**config.mk**
```make
export PLATFORM = sky130hd
export DESIGN_NAME = mac_sequencer
export DESIGN_NICKNAME = d
export VERILOG_FILES = /design/src/rtl/mac_sequencer_pkg.sv /design/src/rtl/mac_sequencer_datapath.sv /design/src/rtl/mac_sequencer.sv
export SDC_FILE = /design/constraint.sdc
export NUM_CORES = 1
export LEC_CHECK = 0
export BUFFER_PORTS_ARGS = -buffer_cell sky130_fd_sc_hd__buf_2
export CAP_MARGIN = 5
export CORE_MARGIN = 3
export CORE_UTILIZATION = 50
export CTS_CLUSTER_DIAMETER = 80
export DETAILED_ROUTE_END_ITERATION = 10
export HOLD_SLACK_MARGIN = 0.06
export PLACE_DENSITY = 0.67
export RECOVER_POWER = 25
export SYNTH_ARGS = -nofsm -noshare
export SYNTH_HDL_FRONTEND = slang
export SYNTH_SLANG_ARGS = --single-unit
```
**constraint.sdc**
```tcl
create_clock -name clk -period 21.4 [get_ports clk]
set_input_delay 3.21 -clock clk [delete_from_list [all_inputs] [get_ports clk]]
set_output_delay 3.21 -clock clk [all_outputs]
set_load 0.03 [all_outputs]
```
**src/rtl/mac_sequencer_pkg.sv**
```systemverilog
// +------------------------------------------------------------------+
// | mac_sequencer_pkg : shared state encoding and overflow helper     |
// | rev 1.0                                                           |
// +------------------------------------------------------------------+
`default_nettype none

package mac_sequencer_pkg;

  typedef enum logic [2:0] {
    S_IDLE  = 3'd0,
    S_RD_X  = 3'd1,
    S_RD_H  = 3'd2,
    S_MUL   = 3'd3,
    S_DRAIN = 3'd4,
    S_DONE  = 3'd5
  } state_e;

  // Two's complement add overflows when both operands share a sign the sum lacks.
  function automatic logic add_overflow(input logic a_msb, input logic b_msb,
                                        input logic s_msb);
    return (a_msb == b_msb) && (s_msb != a_msb);
  endfunction

endpackage

`default_nettype wire

```
**src/rtl/mac_sequencer_datapath.sv**
```systemverilog
// +------------------------------------------------------------------+
// | mac_datapath : T/P operand registers, signed multiply, saturating |
// | accumulator with sticky overflow. rev 1.0                         |
// +------------------------------------------------------------------+
`default_nettype none

module mac_datapath
  import mac_sequencer_pkg::*;
#(
  parameter int DATA_W = 16,
  parameter int ACC_W  = 32
) (
  input  logic              clk,
  input  logic              reset,
  input  logic              load_t,
  input  logic              load_p,
  input  logic              acc_add,
  input  logic              acc_clear,
  input  logic              ovf_clear,
  input  logic              sat_en,
  input  logic [DATA_W-1:0] rdata,
  output logic [ACC_W-1:0]  acc_nxt,
  output logic              ovf
);

  localparam logic [ACC_W-1:0] ACC_MAX = {1'b0, {(ACC_W-1){1'b1}}};
  localparam logic [ACC_W-1:0] ACC_MIN = {1'b1, {(ACC_W-1){1'b0}}};

  logic [DATA_W-1:0]          t_q, t_d;
  logic [ACC_W-1:0]           p_q, p_d;
  logic [ACC_W-1:0]           acc_q, acc_d;
  logic                       ovf_q, ovf_d;
  logic signed [2*DATA_W-1:0] prod;
  logic [ACC_W-1:0]           sum;
  logic                       sum_ovf;

  always_comb begin
    prod    = $signed(t_q) * $signed(rdata);
    sum     = acc_q + p_q;
    sum_ovf = add_overflow(acc_q[ACC_W-1], p_q[ACC_W-1], sum[ACC_W-1]);

    t_d   = load_t ? rdata : t_q;
    p_d   = load_p ? ACC_W'(prod) : p_q;
    acc_d = acc_q;
    ovf_d = ovf_clear ? 1'b0 : ovf_q;

    if (acc_clear) begin
      acc_d = '0;
    end else if (acc_add) begin
      if (sum_ovf) begin
        ovf_d = 1'b1;
        // A positive accumulator can only overflow upward, a negative one downward.
        acc_d = sat_en ? (acc_q[ACC_W-1] ? ACC_MIN : ACC_MAX) : sum;
      end else begin
        acc_d = sum;
      end
    end
  end

  always_ff @(posedge clk) begin
    if (reset) begin
      t_q   <= '0;
      p_q   <= '0;
      acc_q <= '0;
      ovf_q <= 1'b0;
    end else begin
      t_q   <= t_d;
      p_q   <= p_d;
      acc_q <= acc_d;
      ovf_q <= ovf_d;
    end
  end

  assign acc_nxt = acc_d;
  assign ovf     = ovf_q;

endmodule

`default_nettype wire

```
**src/rtl/mac_sequencer.sv**
```systemverilog
// +------------------------------------------------------------------+
// | mac_sequencer : N-tap signed dot-product engine sequencing reads  |
// | from a shared synchronous data RAM. rev 1.0                       |
// +------------------------------------------------------------------+
`default_nettype none

module mac_sequencer
  import mac_sequencer_pkg::*;
#(
  parameter int DATA_W = 16,
  parameter int ACC_W  = 32,
  parameter int ADDR_W = 8,
  parameter int CNT_W  = 8
) (
  input  logic              clk,
  input  logic              reset,
  input  logic              start,
  input  logic [CNT_W-1:0]  taps,
  input  logic [ADDR_W-1:0] x_base,
  input  logic [ADDR_W-1:0] h_base,
  input  logic              x_dec,
  input  logic              acc_clr,
  input  logic              sat_en,
  output logic [ADDR_W-1:0] mem_addr,
  output logic              mem_rd_en,
  input  logic [DATA_W-1:0] mem_rdata,
  output logic              busy,
  output logic              done,
  output logic [ACC_W-1:0]  result,
  output logic              ovf
);

  state_e              state_q, state_d;
  logic [CNT_W-1:0]    count_q, count_d;
  logic [ADDR_W-1:0]   xptr_q, xptr_d;
  logic [ADDR_W-1:0]   hptr_q, hptr_d;
  logic                x_dec_q, x_dec_d;
  logic                sat_en_q, sat_en_d;
  logic                p_valid_q, p_valid_d;
  logic                busy_q, busy_d;
  logic                done_q, done_d;
  logic [ADDR_W-1:0]   mem_addr_q, mem_addr_d;
  logic                mem_rd_en_q, mem_rd_en_d;
  logic [ACC_W-1:0]    result_q, result_d;

  logic                load_t, load_p, acc_add, acc_clear, ovf_clear;
  logic [ACC_W-1:0]    acc_nxt;

  mac_datapath #(
    .DATA_W (DATA_W),
    .ACC_W  (ACC_W)
  ) u_datapath (
    .clk       (clk),
    .reset     (reset),
    .load_t    (load_t),
    .load_p    (load_p),
    .acc_add   (acc_add),
    .acc_clear (acc_clear),
    .ovf_clear (ovf_clear),
    .sat_en    (sat_en_q),
    .rdata     (mem_rdata),
    .acc_nxt   (acc_nxt),
    .ovf       (ovf)
  );

  always_comb begin
    state_d   = state_q;
    count_d   = count_q;
    xptr_d    = xptr_q;
    hptr_d    = hptr_q;
    x_dec_d   = x_dec_q;
    sat_en_d  = sat_en_q;
    p_valid_d = p_valid_q;
    load_t    = 1'b0;
    load_p    = 1'b0;
    acc_add   = 1'b0;
    acc_clear = 1'b0;
    ovf_clear = 1'b0;

    case (state_q)
      S_IDLE: begin
        if (start) begin
          count_d   = taps;
          xptr_d    = x_base;
          hptr_d    = h_base;
          x_dec_d   = x_dec;
          sat_en_d  = sat_en;
          p_valid_d = 1'b0;
          acc_clear = acc_clr;
          ovf_clear = 1'b1;
          state_d   = (taps == '0) ? S_DONE : S_RD_X;
        end
      end
      S_RD_X: begin
        acc_add = p_valid_q;
        state_d = S_RD_H;
      end
      S_RD_H: begin
        load_t  = 1'b1;
        state_d = S_MUL;
      end
      S_MUL: begin
        load_p    = 1'b1;
        p_valid_d = 1'b1;
        xptr_d    = x_dec_q ? xptr_q - 1'b1 : xptr_q + 1'b1;
        hptr_d    = hptr_q + 1'b1;
        count_d   = count_q - 1'b1;
        state_d   = (count_q > CNT_W'(1)) ? S_RD_X : S_DRAIN;
      end
      S_DRAIN: begin
        acc_add   = 1'b1;
        p_valid_d = 1'b0;
        state_d   = S_DONE;
      end
      S_DONE: begin
        state_d = S_IDLE;
      end
      default: begin
        state_d = S_IDLE;
      end
    endcase

    // Outputs are registered against the upcoming state so they line up with it.
    busy_d      = (state_d != S_IDLE);
    done_d      = (state_d == S_DONE);
    mem_rd_en_d = (state_d == S_RD_X) || (state_d == S_RD_H);
    mem_addr_d  = mem_addr_q;
    if (state_d == S_RD_X) begin
      mem_addr_d = xptr_d;
    end else if (state_d == S_RD_H) begin
      mem_addr_d = hptr_d;
    end
    result_d = (state_d == S_DONE) ? acc_nxt : result_q;
  end

  always_ff @(posedge clk) begin
    if (reset) begin
      state_q     <= S_IDLE;
      count_q     <= '0;
      xptr_q      <= '0;
      hptr_q      <= '0;
      x_dec_q     <= 1'b0;
      sat_en_q    <= 1'b0;
      p_valid_q   <= 1'b0;
      busy_q      <= 1'b0;
      done_q      <= 1'b0;
      mem_addr_q  <= '0;
      mem_rd_en_q <= 1'b0;
      result_q    <= '0;
    end else begin
      state_q     <= state_d;
      count_q     <= count_d;
      xptr_q      <= xptr_d;
      hptr_q      <= hptr_d;
      x_dec_q     <= x_dec_d;
      sat_en_q    <= sat_en_d;
      p_valid_q   <= p_valid_d;
      busy_q      <= busy_d;
      done_q      <= done_d;
      mem_addr_q  <= mem_addr_d;
      mem_rd_en_q <= mem_rd_en_d;
      result_q    <= result_d;
    end
  end

  assign mem_addr  = mem_addr_q;
  assign mem_rd_en = mem_rd_en_q;
  assign busy      = busy_q;
  assign done      = done_q;
  assign result    = result_q;

endmodule

`default_nettype wire

```
==> run metrics <==
antenna violations before repair=0; nets@finish=2511; vias per inst=5.614; Rel. slew slack=-83.41%; slowest stage delay, CP=0.90 ns; Die W=194.4 µm; total core area=34800 µm²; Maximum Capacitance Violations=2; status=complete, but fails checks; final setup violation count=0; Port Buffers=89; gr usage total=23.28%; H-Tree Level Count=4; Post-Syn Nets=2485; cell mode on critical path=fa_1; share of cells above drive strength 1=6.121%; Pleak=0.009075 µW; min-delay src=result[3]; number of cell rows=68; routed wire length=43.32 mm; die area=37780 µm²; Post-synth EDFFs=0; Seq cells post-synth=154; clk buf depth=2; Gate power share=58.0%; fmax=110.4 MHz; post-CTS resize count=0; Antenna Nets Post-Route=0; worst r2r src=u_datapath.t_q[15]; cell count after synthesis=2053; setup TNS=0 ns; sequential fraction of the synthesis area=17.38%; DRC viols=0; CP bufs+invs=4; Distinct cells, synth=68; worst reg2reg path endpoint=u_datapath.p_q[31]; CP Max Fanout=17; worst hold slack=0.4508 ns; Critical Path End Type=register; fraction of registers with async set or reset after synthesis=0%; startpoint types=primary input; Final Cycle Share=42.32%; Worst Path Required=21.78 ns; CTS tree=done; worst-path cell chain=buf_2 -> nand2_1 -> inv_1 -> fa_1 -> fa_1 -> fa_1 -> fa_1 -> fa_1 -> inv_1 -> fa_1 -> inv_1 -> ha_1 -> a21oi_1 -> o21ai_0 -> a2111oi_0 -> o31ai_1 -> a41oi_1 -> o21ai_0 -> a211o_1 -> nor2_1; Iter 0 DRT Violations=773; reg2reg path depth=19; Hold Path Class=reg2reg; Hold EP=result[3]; M3 GR Usage=3.068%; Clk network pwr share=20.3%; Crit path max-delay family=adder cells; clock net sink count=154; Overall Power=1596 µW; mean routed wirelength per cell=17.01 µm; Post-CTS Hold Fix Bufs=0; Peak VDD IR=0.09014 mV; Clock Latency Late Sink=0.45 ns; Switch Pwr=723.1 µW; # diodes=0; drt first pass iters=5; WP data arrival=9.44 ns; largest net degree at the start of global routing=57; first-pass GRT wire length=72.24 mm; most common cell after layout, fill and taps aside=inv_1; Hold Vio Cnt, Final=0; reg2reg setup slack=14.62 ns; crit path from=mem_rdata[1]; worst setup path category=in2reg; Pint=873.1 µW; total CTS buffers=17; most frequent cells in the layout=inv_1 (300), fa_1 (264), nand2_1 (256); Mapped Avg Cell Area=8.642 µm²; Starting Density=50.99%; failing checks=max-capacitance violations, max-slew violations; most used routing layer=met2; grt ovf=0; Period minus WS final=9.056 ns; RSZ-0062 raised after global routing=false; clock transition at the registers of the reported paths=0.07 ns; slowest stage cell on the critical path=fa_1; met1 usage in global routing=31.25%; DR vias=14294; clk root buf=clkbuf_16; top_reg_cell synth=dfxtp_1; worst hold path depth=2; Area Growth Syn to Fin=7.440%; switching share of total power=45.30%; hpwl dp=34.05 mm; Final Max Slew Viols=102; Ys Warns=0; Clock Skew=0.01010 ns; Syn Std Cell Area=17740 µm²; number of global-route vias before repair=14440; Die Y=194.4 µm; RePlAce Congestion=0.9225; Top-Level Pins=90; sequential power share=21.7%; Pwr Density=83.74 nW/µm²; Worst Tran Pin Value=2.751 ns; postcts setup bufs=0; final core utilization=54.78%; GR Layer Usage met2=39.11%
[routing by layer]
| metal | vias to the layer above | part of all wire, % |
|---|---|---|
| met4 | 0 | 3.1 |
| met1 | 7099 | 44 |
| met3 | 84 | 4.0 |
| li1 | 6788 | - |
| met5 | - | 0 |
| met2 | 323 | 49 |
[registers in the layout (all words and copies together), names as in the netlist]
name / count
u_datapath.ovf: 1
result: 32
u_datapath.acc_q: 32
u_datapath.p_q: 32
x_dec_q: 1
p_valid_q: 1
sat_en_q: 1
state_q: 3
done: 1
mem_addr: 8
mem_rd_en: 1
hptr_q: 8
u_datapath.t_q: 16
count_q: 8
busy: 1
xptr_q: 8
[synth_stat cells (10+ instances only)]
library cell / n / area, µm²
xnor2_1: 44 / 385.4
fa_1: 264 / 5285
or3_1: 12 / 75.07
a21o_1: 30 / 225.2
nand3_1: 30 / 150.1
o21ai_0: 58 / 290.3
xor2_1: 18 / 157.7
nand2_1: 257 / 964.7
nand4_1: 10 / 62.56
a21oi_1: 135 / 675.7
dfxtp_1: 154 / 3083
nor3_1: 42 / 210.2
o31ai_1: 20 / 150.1
inv_1: 300 / 1126
a211oi_1: 22 / 165.2
mux2i_1: 12 / 120.1
nor2_1: 109 / 409.1
and2_1: 131 / 819.5
o21bai_1: 12 / 90.09
a221oi_1: 14 / 122.6
and3_1: 18 / 112.6
o211ai_1: 16 / 120.1
ha_1: 122 / 1526
clkbuf_1: 82 / 307.8
a31oi_1: 12 / 75.07
[power groups by stage]
stage / sequential, µW / clock [µW] / combinational [µW]
global route: 350 / 340 / 1070
detailed placement: 352 / 0 / 938
finish: 347 / 324 / 926
CTS: 346 / 329 / 944
floorplan: 338 / 0 / 725
global placement: 351 / 0 / 919
[how the worst max path moves through the flow]
stage | end | cells after the start
after floorplan | u_datapath.p_q[31] | 20
after global routing | u_datapath.p_q[31] | 20
after CTS | u_datapath.p_q[31] | 20
after global placement | u_datapath.p_q[31] | 20
after detailed placement | u_datapath.p_q[31] | 20
final | u_datapath.p_q[31] | 20
[area by class of cell]
type | count | area, µm²
repair buffers | 98 | 481.7
fillers | 3223 | 15740
clock inverters | 14 | 185.2
flip-flops and latches | 154 | 3083
multi-input cells | 1508 | 13190
inverters | 300 | 1126
clock buffers | 17 | 425.4
well taps | 455 | 569.3
[worst min-delay path, cell delays in order, from the launching register on]
cell and delay, ns:
dfxtp_1 0.33, nand2_1 0.05, o31ai_1 0.05
[through the flow]
| step | cells | setup WS (ns) | instance area, µm² |
|---|---|---|---|
| final | 2546 | 12.34 | 19060 |
| after floorplan | 2053 | 12.45 | 17740 |
| after global placement | 2515 | 11.98 | 18490 |
| after detailed placement | 2515 | 11.90 | 18490 |
| after CTS | 2546 | 12.34 | 19100 |
| after global routing | 2546 | 11.83 | 19060 |
[logic make-up (layout without fill, tap and decap cells)]
logic type	count (synthesis)	after routing	synth area share [%]
compound gates	395	395	14.49
flops	154	154	17.38
simple gates	652	652	17.62
xor+xnor	62	62	3.061
buf+inv	391	429	8.322
fa+ha+maj	386	386	38.39
mux	13	13	0.7405
No activity file was read; power rests on OpenSTA's default activity.
